===== src/rtl/mem_arb_pkg.sv =====
// Shared constants for the two-port memory arbiter: state encodings,
// requester IDs and the full byte-select mask.
package mem_arb_pkg;

  localparam logic [1:0] ST_IDLE   = 2'd0;
  localparam logic [1:0] ST_ACCESS = 2'd1;
  localparam logic [1:0] ST_RESP   = 2'd2;

  localparam logic REQ_I = 1'b0;
  localparam logic REQ_D = 1'b1;

  localparam logic [3:0] BE_FULL = 4'b1111;

  typedef enum logic [1:0] {
    IDLE   = ST_IDLE,
    ACCESS = ST_ACCESS,
    RESP   = ST_RESP
  } arb_state_t;

endpackage


===== src/rtl/mem_arb_pick.sv =====
// Combinational grant selection between instruction and data requesters.
// ARB_ROUND_ROBIN_EN makes ties alternate using last_grant; otherwise data side wins ties.
module mem_arb_pick
  import mem_arb_pkg::*;
(
  input  logic i_req,
  input  logic d_req,
`ifdef ARB_ROUND_ROBIN_EN
  input  logic last_grant,
`endif
  output logic grant_valid,
  output logic grant_id
);

  always_comb begin
    grant_valid = i_req | d_req;
    grant_id    = REQ_I;
    if (i_req && d_req) begin
`ifdef ARB_ROUND_ROBIN_EN
      // On a tie, favour whichever side did not win last time
      grant_id = ~last_grant;
`else
      grant_id = REQ_D;
`endif
    end else if (d_req) begin
      grant_id = REQ_D;
    end
  end

endmodule


===== src/rtl/mem_port_arbiter.sv =====
// Serialises I-side and D-side MMU accesses onto one memory port with a fixed strobe latency.
// Optional macro ARB_ROUND_ROBIN_EN selects round-robin tie breaking.
module mem_port_arbiter
  import mem_arb_pkg::*;
#(
  parameter int ADDR_W  = 32,
  parameter int DATA_W  = 32,
  parameter int MEM_LAT = 2
) (
  input  logic              clk,
  input  logic              reset,
  input  logic              i_req,
  input  logic [ADDR_W-1:0] i_addr,
  output logic              i_ack,
  output logic [DATA_W-1:0] i_rdata,
  input  logic              d_req,
  input  logic              d_wen,
  input  logic [ADDR_W-1:0] d_addr,
  input  logic [DATA_W-1:0] d_wdata,
  input  logic [3:0]        d_be,
  output logic              d_ack,
  output logic [DATA_W-1:0] d_rdata,
  output logic              mem_ren,
  output logic              mem_wen,
  output logic [ADDR_W-1:0] mem_addr,
  output logic [DATA_W-1:0] mem_wdata,
  output logic [3:0]        mem_be,
  input  logic [DATA_W-1:0] mem_rdata,
  output logic              busy
);

  arb_state_t state;
  logic [3:0] cnt;
  logic       req_id;
  logic       grant_valid;
  logic       grant_id;
`ifdef ARB_ROUND_ROBIN_EN
  logic       last_grant;
`endif

  mem_arb_pick u_pick (
    .i_req       (i_req),
    .d_req       (d_req),
`ifdef ARB_ROUND_ROBIN_EN
    .last_grant  (last_grant),
`endif
    .grant_valid (grant_valid),
    .grant_id    (grant_id)
  );

  assign busy = (state != IDLE);

  // The mem_* outputs are the latch registers themselves; reset aborts any access in flight
  always_ff @(posedge clk or posedge reset) begin
    if (reset) begin
      state     <= IDLE;
      cnt       <= '0;
      req_id    <= REQ_I;
      mem_ren   <= 1'b0;
      mem_wen   <= 1'b0;
      mem_addr  <= '0;
      mem_wdata <= '0;
      mem_be    <= '0;
      i_ack     <= 1'b0;
      d_ack     <= 1'b0;
      i_rdata   <= '0;
      d_rdata   <= '0;
`ifdef ARB_ROUND_ROBIN_EN
      last_grant <= REQ_I;
`endif
    end else begin
      i_ack <= 1'b0;
      d_ack <= 1'b0;
      case (state)
        IDLE: begin
          if (grant_valid) begin
            req_id <= grant_id;
`ifdef ARB_ROUND_ROBIN_EN
            last_grant <= grant_id;
`endif
            if (grant_id == REQ_D) begin
              mem_addr  <= d_addr;
              mem_wdata <= d_wdata;
              mem_be    <= d_be;
              mem_ren   <= ~d_wen;
              mem_wen   <= d_wen;
            end else begin
              mem_addr  <= i_addr;
              mem_wdata <= '0;
              mem_be    <= BE_FULL;
              mem_ren   <= 1'b1;
              mem_wen   <= 1'b0;
            end
            cnt   <= 4'(MEM_LAT - 1);
            state <= ACCESS;
          end
        end
        ACCESS: begin
          if (cnt == 4'd0) begin
            mem_ren <= 1'b0;
            mem_wen <= 1'b0;
            if (req_id == REQ_D) begin
              d_rdata <= mem_rdata;
              d_ack   <= 1'b1;
            end else begin
              i_rdata <= mem_rdata;
              i_ack   <= 1'b1;
            end
            state <= RESP;
          end else begin
            cnt <= cnt - 4'd1;
          end
        end
        RESP:    state <= IDLE;
        default: state <= IDLE;
      endcase
    end
  end

endmodule


===== config.mk =====
export PLATFORM = sky130hd
export DESIGN_NAME = mem_port_arbiter
export DESIGN_NICKNAME = d
export VERILOG_FILES = /design/src/rtl/mem_arb_pkg.sv /design/src/rtl/mem_arb_pick.sv /design/src/rtl/mem_port_arbiter.sv
export SDC_FILE = /design/constraint.sdc
export NUM_CORES = 1
export LEC_CHECK = 0
export ABC_AREA = 1
export CAP_MARGIN = 20
export CORE_MARGIN = 5
export CORE_UTILIZATION = 38
export DETAILED_ROUTE_END_ITERATION = 7
export GPL_TIMING_DRIVEN = 0
export PLACE_DENSITY = 0.77
export SKIP_LAST_GASP = 1
export SYNTH_ARGS = -nofsm -noshare
export SYNTH_HDL_FRONTEND = slang
export SYNTH_SLANG_ARGS = --single-unit

===== constraint.sdc =====
create_clock -name clk -period 4.4 [get_ports clk]
set_clock_uncertainty 0.1 [all_clocks]
set_input_delay 0.88 -clock clk [delete_from_list [all_inputs] [get_ports clk]]
set_output_delay 0.88 -clock clk [all_outputs]
set_load 0.01 [all_outputs]

; ---- Word-level counts from Yosys, hierarchy flattened
; Cells that the tools add are included.
[totals]
register_bits = 143
input_bits = 137
output_inout_bits = 137
word_cells = 55
[classes]
addsub = 1
n_eq_ne = 4
n_mux = 24
bitwise = 3
n_reduce_logical = 11
[op_table]
columns = operator, count
row1 = two-way mux 32 bit, 2
row2 = two-way mux 1 bit, 13
row3 = two-way mux 4 bit, 3
row4 = AND reduction 3 bit, 4
row5 = case mux 4 bit (2 select lines), 1
row6 = != test 2 bit (second input constant), 3
row7 = zero test 4 bit, 1
row8 = two-way mux 2 bit, 2
row9 = case mux 1 bit (2 select lines), 2
row10 = case mux 2 bit (2 select lines), 1
row11 = AND reduction 2 bit, 2
row12 = nonzero test 2 bit, 2
row13 = subtractor 4 x 1 -> 4 bit (second input constant), 1
row14 = equality test 2 x 1 -> 1 bit (second input constant), 1
row15 = zero test 2 bit, 1
row16 = inverter 1 bit, 2
row17 = logical AND 1 bit, 1
row18 = OR 1 bit, 1

; ---- Longest topological paths before layout
; Gate-level depths: netlist of the first run.
[logic_depth]
word_depth = 5
ltp_mapped = 8
mapped_depth_nobuf = 8

; ---- Hierarchy
; A second synthesis of the first run with hierarchy kept.
[unflattened]
cells_unflattened = 627
hier_area_um2 = 5839.4
[modules_own_cells]
columns = mod, instances, cells_each, area_per_inst_um2, seq_area_each_um2
row1 = mem_port_arbiter, 1, 623, 5824.3, 3578.4
row2 = mem_arb_pick, 1, 4, 15.0, 0.0

; ---- Least setup slack after synthesis of the first run
; Ideal clock, no wire load.
[synth_path]
path_kind = input port to flip-flop
from = input d_req
to = register mem_addr[0]
setup_time_ps = 116
arrival_ps = 1700
t_required_ps = 4184
path_slack_ps = 2483
path_stages = 7
n_path_buf = 3
path_cell_list = buf_2 -> o21ai_4 -> inv_2 -> buf_2 -> buf_4 -> nand2_1 -> nand2_1
[synth_via]
elab_chain_cells = 3
word_cells_on_any_way = 6
classes_between = mux (3) / bitwise (1) / reduce/logical (2)
[synth_lines]
columns = item, line
row1 = "start, declared", mem_port_arbiter.sv:16  ; input logic d_req,
row2 = two-way mux 1 bit or logical AND 1 bit (tied branches), "mem_arb_pick.sv:25, mem_arb_pick.sv:18"
row3 = two-way mux 1 bit, mem_arb_pick.sv:18  ; if (i_req && d_req) begin
row4 = two-way mux 32 bit, mem_port_arbiter.sv:81  ; if (grant_id == REQ_D) begin
row5 = "end signal, assigned", mem_port_arbiter.sv:82  ; mem_addr <= d_addr;
row6 = "end signal, assigned", mem_port_arbiter.sv:88  ; mem_addr <= i_addr;
row7 = "end, declared", mem_port_arbiter.sv:25  ; output logic [ADDR_W-1:0] mem_addr,
; Several ways; a longest one is shown, not always the timed one.
; A chain may end at the register's enable or synchronous reset.

; ---- Final worst setup path of the first run
[layout_path]
from = register state[1]
to = output busy
[layout_via]
elab_chain_cells = 1
[layout_lines]
columns = item, line
row1 = "start, declared", mem_port_arbiter.sv:32  ; arb_state_t state;
row2 = "start signal, assigned", mem_port_arbiter.sv:56  ; state <= IDLE;
row3 = "start signal, assigned", mem_port_arbiter.sv:95  ; state <= ACCESS;
row4 = "start signal, assigned", mem_port_arbiter.sv:109  ; state <= RESP;
row5 = nonzero test 2 bit, mem_port_arbiter.sv:51  ; assign busy = (state != IDLE);
row6 = "end, declared", mem_port_arbiter.sv:29  ; output logic busy
; No other way between the ends.

==> results of run 1 <==
[cells by family (layout without fill, tap and decap cells)]
group	after synthesis	in the layout	share of synthesized area, %
buf+inv	65	371	4.80
fa+ha+maj	2	2	0.410
simple gates	534	534	35.8
flops	143	143	58.6
compound gates	2	2	0.348
[flip-flops by register name, summed over array words and instances (netlist names)]
register,cells
mem_wen,1
i_rdata,32
mem_addr,32
mem_wdata,32
d_ack,1
mem_ren,1
i_ack,1
d_rdata,32
mem_be,4
req_id,1
state,2
cnt,4
[synth_stat cells]
library cell | instances | area (um2)
o21ai_4 | 1 | 16.3
buf_4 | 5 | 37.5
nand4_1 | 66 | 413
inv_1 | 15 | 56.3
inv_2 | 2 | 7.51
nor2_2 | 3 | 18.8
nand3_1 | 8 | 40.0
buf_2 | 24 | 120
dfrtp_1 | 143 | 3580
ha_1 | 2 | 25.0
nand2_1 | 441 | 1660
clkinv_1 | 1 | 3.75
clkbuf_1 | 17 | 63.8
o21ai_0 | 1 | 5.00
buf_1 | 1 | 3.75
nor2_1 | 16 | 60.1
[worst min-delay path: stages, from the launching register on]
cell,delay (ns)
dfrtp_1,0.34
nand2_1,0.05
nand2_1,0.05
[through the flow]
step	hold WS (ns)	total power, mW	util [%]	setup WS [ns]
final	0.368	7.00	61.4	1.84
after CTS	0.371	7.05	61.4	1.78
after floorplan	0.391	3.82	-	1.63
after global routing	0.383	7.48	61.4	1.76
after global placement	0.352	5.58	57.5	0.306
after detailed placement	0.357	5.66	57.9	1.96
[final timing paths]
kind / from / to / slack [ns] / cells past startpoint
worst max register to register: cnt[0] / d_rdata[7] / 2.47 / 7
worst min-delay path: d_rdata[15] / d_rdata[15] / 0.37 / 2
worst max-delay path: state[1] / busy / 1.84 / 3
max in group asynchronous: reset / i_rdata[10] / 2.69 / 3
worst min register to register: d_rdata[15] / d_rdata[15] / 0.37 / 2
min in group asynchronous: reset / mem_wdata[7] / 0.84 / 2
[power by group through the flow]
stage | clock network, mW | registers [mW] | logic [mW]
after floorplan | 0 | 2.54 | 1.27
after global placement | 0 | 2.28 | 3.30
after detailed placement | 0 | 2.29 | 3.36
after CTS | 1.38 | 2.29 | 3.38
after global routing | 1.46 | 2.36 | 3.66
final | 1.37 | 2.29 | 3.34
[cell type report]
| type | count | area (um2) | area share, % |
|---|---|---|---|
| Buffer | 47 | 225 | 2.32 |
| Timing Repair Buffer | 275 | 2780 | 28.6 |
| Sequential cell | 143 | 3580 | 36.8 |
| Tap cell | 216 | 270 | 2.78 |
| Inverter | 18 | 71.3 | 0.734 |
| Clock buffer | 21 | 470 | 4.84 |
| Multi-Input combinational cell | 538 | 2230 | 23.0 |
| Clock inverter | 10 | 87.6 | 0.901 |
[metal layers]
metal / track usage, % / vias to the layer above / wire length (um)
met4: 8.01 / 0 / 540
met2: 35.1 / 273 / 9490
met5: 0 / - / 0
li1: - / 2938 / -
met1: 26.0 / 2754 / 7800
met3: 8.46 / 38 / 2250
==> results.sh, run 1 <==
export IMPL_slew_viol_final=0
export IMPL_drc=0
export IMPL_slew_headroom_pct=47.1
export IMPL_grt_pass1_wl_um=31200
export IMPL_wl_per_cell_um=15.8
export IMPL_ctsHoldBuffers=0
export IMPL_power_switching_mw=2.67
export IMPL_status="finished clean"
export IMPL_hold_class="flip-flop to flip-flop"
export IMPL_arrival_ns=1.58
export IMPL_fin_cells=1268
export IMPL_period_needed_ns=2.56
export IMPL_clkPwrFrac_pct=19.6
export IMPL_max_cap_viol_count=0
export IMPL_endpoint_kind="primary output"
export IMPL_clk_path_buf_depth=2
export IMPL_syn_nets=885
export IMPL_pin_count=274
export IMPL_crit_buf_inv=2
export IMPL_critPathSlowestCell="clkdlybuf4s50_1"
export IMPL_nNetsFinal=1179
export IMPL_gr_usage_all_layers_pct=21.6
export IMPL_critPathTopFamily="buffers and inverters"
export IMPL_initial_utilization_pct=38.6
export IMPL_dp_cells=1237
export IMPL_insertion_delay_ns=0.42
export IMPL_power_leakage_nw=4.84
export IMPL_ys_types=16
export IMPL_synthCells=746
export IMPL_routed_wl_um=20100
export IMPL_required_ns=3.42
export IMPL_rsz0062_at_grt="false"
export IMPL_design_area_mm2=0.00972
export IMPL_core_area_mm2=0.0158
export IMPL_worstPathCellList="inv_1 > nand2_1 > clkdlybuf4s50_1"
export IMPL_setup_worst_path_start_class="flip-flop"
export IMPL_mostFrequentLayoutCell="nand2_1"
export IMPL_die_h_um=137
export IMPL_post_dp_cell_area_mm2=0.00916
export IMPL_diodes=0
export IMPL_ir_worst_vdd_uv=344
export IMPL_internal_power_mw=4.33
export IMPL_setup_viol=0
export IMPL_place_gp_congestion=0.852
export IMPL_cts_repair_resized=0
export IMPL_pwr_share_comb_pct=47.7
export IMPL_pwr_share_seq_pct=32.7
export IMPL_synth_seq_area_share_pct=58.6
export IMPL_drive_gt1_share_pct=6.56
export IMPL_vias=6003
export IMPL_fmax_mhz=391
export IMPL_grt_pass1_vias=5933
export IMPL_dp_hpwl_um=15400
export IMPL_ys_ff_latch=143
export IMPL_rows=46
export IMPL_most_common_layout_cells="441 x nand2_1, 272 x clkdlybuf4s50_1, 143 x dfrtp_1"
export IMPL_drt_iter0_markers=413
export IMPL_htree_levels=4
export IMPL_grt_max_degree=44
export IMPL_antenna_found_initial=0
export IMPL_p_per_area_mw_per_mm2=720
export IMPL_tns_ns=0
export IMPL_path_max_fanout=3
export IMPL_numCtsBuffers=17
export IMPL_clock_sinks=143
export IMPL_die_w_um=137
export IMPL_post_route_period_util_pct=58.2
export IMPL_swShare_pct=38.2
export IMPL_yosys_warnings=0
export IMPL_num_fill_cells=1361
export IMPL_dieArea_mm2=0.0187
export IMPL_cts_setup_buffers=0
export IMPL_worst_pin_slew_ns=0.792
export IMPL_path_class="flip-flop to primary output"
export IMPL_viasPerCell=4.73
export IMPL_grt_overflow=0
export IMPL_syn_avg_cell_area_um2=8.18
export IMPL_final_antenna_net_count=0
export IMPL_max_stage_delay_ns=0.63
export IMPL_synth_area_mm2=0.00610
export IMPL_syn_to_final_growth_pct=59.2
export IMPL_cts_tree="yes"
export IMPL_clkTransAtPathRegs_ns=0.06
export IMPL_dr_pass1_iters=5
export IMPL_port_buffers=272
export IMPL_hold_violations=0
export IMPL_cts_root_buf="clkbuf_16"
Power figures use the tool's default switching activity.
==> run 2, diff against run 1 <==
--- a/config.mk
+++ b/config.mk
@@ -8,10 +8,10 @@
 export ABC_AREA = 1
 export CAP_MARGIN = 20
 export CORE_MARGIN = 5
-export CORE_UTILIZATION = 38
+export CORE_UTILIZATION = 42
 export DETAILED_ROUTE_END_ITERATION = 7
 export GPL_TIMING_DRIVEN = 0
-export PLACE_DENSITY = 0.77
+export PLACE_DENSITY = 0.81
 export SKIP_LAST_GASP = 1
 export SYNTH_ARGS = -nofsm -noshare
 export SYNTH_HDL_FRONTEND = slang
==> constraint.sdc (replaced) <==
create_clock -name clk -period 2.45 [get_ports clk]
set_clock_uncertainty 0.1 [all_clocks]
set_input_delay 0.49 -clock clk [delete_from_list [all_inputs] [get_ports clk]]
set_output_delay 0.49 -clock clk [all_outputs]
set_load 0.01 [all_outputs]
==> run 2 against run 1 <==
  * Highest routed layer unchanged
  * Largest cell class unchanged
  * Core utilization rose by 6.0 points
  * Setup slack got worse by 1.5 ns
  * Final cell count fell by 2.6%
  * Largest power group unchanged
  * Via count fell by 1.9%
  * Non-clock buffer count did not move
  * Sequential power rose by 80%
==> results.sh, run 2 (synthesis results as in run 1) <==
export IMPL_clock_sinks=143
export IMPL_whs_ns=0.369
export IMPL_grt_max_degree=40
export IMPL_drc=0
export IMPL_path_class="flip-flop to primary output"
export IMPL_status="finished clean"
export IMPL_place_gp_congestion=0.848
export IMPL_antenna_found_initial=0
export IMPL_slew_viol_final=0
export IMPL_power_leakage_nw=4.82
export IMPL_max_stage_delay_ns=0.62
export IMPL_most_common_layout_cells="441 x nand2_1, 272 x clkdlybuf4s50_1, 143 x dfrtp_1"
export IMPL_vias=5891
export IMPL_arrival_ns=1.55
export IMPL_grt_overflow=0
export IMPL_crit_buf_inv=2
export IMPL_postLayoutSetupSlackWorst_ns=0.307
export IMPL_finalPower_mw=12.5
export IMPL_clkTransAtPathRegs_ns=0.06
export IMPL_worstPathCellList="inv_1 > nand2_1 > clkdlybuf4s50_1"
export IMPL_hold_violations=0
export IMPL_final_antenna_net_count=0
export IMPL_viasPerCell=4.77
export IMPL_grt_pass1_vias=5805
export IMPL_critPathTopFamily="buffers and inverters"
export IMPL_endpoint_kind="primary output"
export IMPL_grt_pass1_wl_um=30100
export IMPL_critPathSlowestCell="clkdlybuf4s50_1"
export IMPL_numCtsBuffers=17
export IMPL_drt_iter0_markers=353
export IMPL_period_needed_ns=2.14
export IMPL_core_area_mm2=0.0144
export IMPL_cts_setup_buffers=0
export IMPL_setup_worst_path_start_class="flip-flop"
export IMPL_wl_per_cell_um=15.9
export IMPL_hold_class="flip-flop to flip-flop"
export IMPL_setup_viol=0
export IMPL_required_ns=1.86
export IMPL_worst_pin_slew_ns=0.840
export IMPL_nNetsFinal=1179
export IMPL_post_route_period_util_pct=87.4
export IMPL_diodes=0
export IMPL_port_buffers=272
export IMPL_initial_utilization_pct=42.5
export IMPL_die_h_um=131
export IMPL_die_w_um=131
export IMPL_rsz0062_at_grt="false"
export IMPL_drive_gt1_share_pct=6.37
export IMPL_syn_to_final_growth_pct=58.6
export IMPL_num_fill_cells=1187
export IMPL_final_util_pct=67.4
export IMPL_max_cap_viol_count=0
export IMPL_post_dp_cell_area_mm2=0.00912
export IMPL_cts_tree="yes"
export IMPL_ctsHoldBuffers=0
export IMPL_dr_pass1_iters=5
export IMPL_p_per_area_mw_per_mm2=1290
export IMPL_rows=44
export IMPL_cts_repair_resized=0
export IMPL_pin_count=274
export IMPL_gr_usage_all_layers_pct=22.8
export IMPL_dieArea_mm2=0.0170
export IMPL_dp_hpwl_um=15000
export IMPL_clk_path_buf_depth=2
export IMPL_path_max_fanout=3
export IMPL_dp_slack_ns=0.356
export IMPL_htree_levels=4
export IMPL_ir_worst_vdd_uv=494
export IMPL_insertion_delay_ns=0.41
export IMPL_routed_wl_um=19600
export IMPL_slew_headroom_pct=43.9
export IMPL_cts_root_buf="clkbuf_16"
export IMPL_fmax_mhz=467
export IMPL_design_area_mm2=0.00968
export IMPL_mostFrequentLayoutCell="nand2_1"
## run 2: cell count changes in the layout (fill, tap and decap cells not counted)
cell        delta
bufinv_16      +1
inv_6          -1
clkbuf_8       -2
clkinv_2       -3
clkinvlp_4     +3
clkbuf_1       +1
## run 2: area by class of cell
class	instances	area (um2)	share of cell area [%]
multi-input combinational	538	2230	23.1
sequential	143	3580	37.0
tap	184	230	2.38
buffer	47	225	2.33
timing repair buffer	275	2780	28.7
clock buffer	20	447	4.61
inverter	18	71.3	0.736
clock inverter	10	116	1.20
## run 2: path summary, 6_finish.rpt
check                            from             to  slack [ns]  cells past startpoint
max                          state[1]           busy        0.31                      3
max in group asynchronous       reset      mem_be[3]        0.85                      4
max reg2reg                    cnt[0]    d_rdata[11]        0.57                      7
min reg2reg                i_rdata[7]     i_rdata[7]        0.37                      2
min in group asynchronous       reset  mem_wdata[31]        0.48                      2
min                        i_rdata[7]     i_rdata[7]        0.37                      2
## run 2: worst register-to-register path: stages (launching register included)
cell and delay (ns):
dfrtp_1 0.39, inv_1 0.12, ha_1 0.25, nand2_1 0.09, nor2_2 0.32, buf_2 0.29, nand4_1 0.16, nand2_1 0.11
## run 2: routing by layer
layer,vias up,part of all wire [%],wire (um),global-route usage (%)
met5,-,0,0,0
met4,0,0.90,176,4.23
met3,17,10,2030,8.05
met2,244,50,9710,40.0
met1,2700,39,7670,27.3
li1,2930,-,-,-
## run 2: metrics by stage
stage,setup TNS [ns],instances
global placement,-173.79,1202
global route,0,1235
finish,0,1235
floorplan,0,746
detailed placement,0,1205
CTS,0,1235
## run 2: power breakdown
group	switching (mW)	internal (mW)	leakage, nW	total, mW
sequential	0.630	3.49	1.76	4.12
combinational	3.12	2.82	2.80	5.95
clock	0.967	1.51	0.260	2.48
==> run 3, diff against run 2 <==
--- a/config.mk
+++ b/config.mk
@@ -12,6 +12,7 @@
 export DETAILED_ROUTE_END_ITERATION = 7
 export GPL_TIMING_DRIVEN = 0
 export PLACE_DENSITY = 0.81
+export REMOVE_ABC_BUFFERS = 1
 export SKIP_LAST_GASP = 1
 export SYNTH_ARGS = -nofsm -noshare
 export SYNTH_HDL_FRONTEND = slang
==> run 3 against run 2 <==
  * Final cell count decreased by 2.6%
  * Maximum frequency decreased by 3.8%
  * Die area unchanged
  * Global-route usage decreased by 0.29 points
  * Critical path type is now flip-flop to flip-flop
  * Largest cell class unchanged
==> results.sh, run 3 (synthesis results as in run 1) <==
export IMPL_grt_busiest_layer="met2"
export IMPL_drt_iter0_markers=363
export IMPL_gr_usage_all_layers_pct=22.5
export IMPL_ctsHoldBuffers=0
export IMPL_dp_slack_ns=-0.965
export IMPL_fmax_mhz=449
export IMPL_cts_root_buf="clkbuf_16"
export IMPL_clk_path_buf_depth=2
export IMPL_viasPerCell=4.94
export IMPL_path_class="flip-flop to flip-flop"
export IMPL_worst_pin_slew_ns=0.611
export IMPL_diodes=0
export IMPL_crit_top_cell="nand2_1"
export IMPL_ff2ff_setup_slack_ns=0.22
export IMPL_power_switching_mw=4.79
export IMPL_routed_wl_um=19300
export IMPL_cts_tree="yes"
export IMPL_place_gp_congestion=0.837
export IMPL_internal_power_mw=8.24
export IMPL_dieArea_mm2=0.0170
export IMPL_clkPwrFrac_pct=22.0
export IMPL_vias=5945
export IMPL_rsz0062_at_grt="false"
export IMPL_most_common_layout_cells="441 x nand2_1, 272 x clkdlybuf4s50_1, 143 x dfrtp_1"
export IMPL_dr_pass1_iters=6
export IMPL_status="finished clean"
export IMPL_worstPathCellList="buf_16 > clkinv_2 > nand4_1 > buf_4 > buf_8 > nand2_1 > nand2_1"
export IMPL_rows=44
export IMPL_setup_viol=0
export IMPL_endpoint="i_rdata[16]"
export IMPL_syn_to_final_growth_pct=60.4
export IMPL_arrival_ns=2.48
export IMPL_hold_class="flip-flop to flip-flop"
export IMPL_grt_pass1_wl_um=29800
export IMPL_required_ns=2.70
export IMPL_crit_start="req_id"
export IMPL_port_buffers=273
export IMPL_core_area_mm2=0.0144
export IMPL_grt_max_degree=91
export IMPL_pin_count=274
export IMPL_finalPower_mw=13.0
export IMPL_antenna_found_initial=0
export IMPL_slew_headroom_pct=59.2
export IMPL_drc=0
export IMPL_clock_sinks=143
export IMPL_drive_gt1_share_pct=5.40
export IMPL_path_max_fanout=34
export IMPL_pwr_share_seq_pct=31.7
export IMPL_numCtsBuffers=17
export IMPL_slew_viol_final=0
export IMPL_gr_usage_met1_pct=26.6
export IMPL_die_h_um=131
export IMPL_max_stage_delay_ns=0.61
export IMPL_wl_per_cell_um=16.1
export IMPL_die_w_um=131
export IMPL_grt_use_met2_pct=37.5
export IMPL_max_cap_viol_count=0
export IMPL_swShare_pct=36.8
export IMPL_final_antenna_net_count=0
export IMPL_clkTransAtPathRegs_ns=0.06
export IMPL_num_fill_cells=1123
export IMPL_final_util_pct=68.1
export IMPL_period_needed_ns=2.23
export IMPL_mostFrequentLayoutCell="nand2_1"
export IMPL_dp_hpwl_um=13600
export IMPL_htree_levels=4
export IMPL_post_route_period_util_pct=90.9
export IMPL_insertion_delay_ns=0.41
export IMPL_pwr_share_comb_pct=46.3
export IMPL_endpoint_kind="flip-flop"
export IMPL_grt_pass1_vias=5816
export IMPL_ir_worst_vdd_uv=514
export IMPL_hold_violations=0
export IMPL_r2r_cells=7
export IMPL_p_per_area_mw_per_mm2=1330
export IMPL_r2r_end="i_rdata[16]"
export IMPL_power_leakage_nw=4.86
export IMPL_worstReg2RegStart="req_id"
export IMPL_initial_utilization_pct=42.5
export IMPL_grt_met3_usage_pct=8.25
export IMPL_setup_worst_path_start_class="flip-flop"
export IMPL_grt_overflow=0
export IMPL_critPathSlowestCell="dfrtp_1"
export IMPL_postLayoutSetupSlackWorst_ns=0.222
export IMPL_nNetsFinal=1145
[run 3: cell types whose count changed in the layout (fill, tap and decap cells not counted), moves of 3 or more]
| cell | delta |
|---|---|
| clkinvlp_4 | -4 |
| nor2_4 | +3 |
| bufinv_16 | +3 |
| buf_2 | -24 |
| buf_16 | +5 |
| clkbuf_1 | -18 |
| nor2_2 | -3 |
[run 3: worst min path at each step]
stage / startpoint / end / slack, ns / depth (start not counted)
after floorplan: cnt[1] / cnt[1] / 0.39 / 2
after global placement: i_rdata[1] / i_rdata[1] / 0.35 / 2
after detailed placement: d_rdata[19] / d_rdata[19] / 0.36 / 2
after CTS: mem_wdata[23] / mem_wdata[23] / 0.37 / 2
after global routing: i_rdata[15] / i_rdata[15] / 0.39 / 2
final: d_rdata[19] / d_rdata[19] / 0.37 / 2
[run 3: timing repair]
action,CTS,global route
resized for setup,3,4
endpoints found under the setup margin,104,40
pin swaps,1,1
endpoints found under the hold margin,0,0
setup buffers,2,3
[run 3: metal layers]
layer / routed length, um / share of wire [%]
met5: 0 / 0
met3: 2060 / 11
met4: 400 / 2.1
met2: 9300 / 48
met1: 7570 / 39
[run 3: metrics by stage]
step | instances | setup TNS, ns | area (um2) | hold WS [ns]
6_report | 1203 | 0 | 9790 | 0.367
5_1_grt | 1203 | 0 | 9790 | 0.385
4_1_cts | 1200 | 0 | 9770 | 0.372
3_5_place_dp | 1166 | -74.02 | 9080 | 0.357
3_3_place_gp | 1156 | -887.34 | 8840 | 0.352
2_1_floorplan | 699 | -346.16 | 5880 | 0.391
[run 3: layout make-up]
| type | count | area, um2 | area share (%) |
|---|---|---|---|
| Inverter | 18 | 76.3 | 0.780 |
| Clock inverter | 13 | 209 | 2.13 |
| Timing Repair Buffer | 288 | 3010 | 30.7 |
| Multi-Input combinational cell | 538 | 2250 | 23.0 |
| Tap cell | 184 | 230 | 2.35 |
| Clock buffer | 19 | 443 | 4.52 |
| Sequential cell | 143 | 3580 | 36.5 |
[run 3: worst max-delay path: cells and delay by family, from the launching register on]
| family | cells | cell delay [ns] |
|---|---|---|
| buf+inv | 4 | 1.03 |
| flops | 1 | 0.61 |
| simple gates | 3 | 0.42 |
[run 3: power by group through the flow]
| stage | Clock [mW] | Sequential (mW) | Combinational [mW] |
|---|---|---|---|
| 3_5_place_dp | 0 | 4.15 | 6.02 |
| 5_1_grt | 3.01 | 4.27 | 6.62 |
| 2_1_floorplan | 0 | 4.62 | 1.98 |
| 6_report | 2.86 | 4.13 | 6.03 |
| 4_1_cts | 2.90 | 4.13 | 6.08 |
| 3_3_place_gp | 0 | 4.17 | 5.55 |
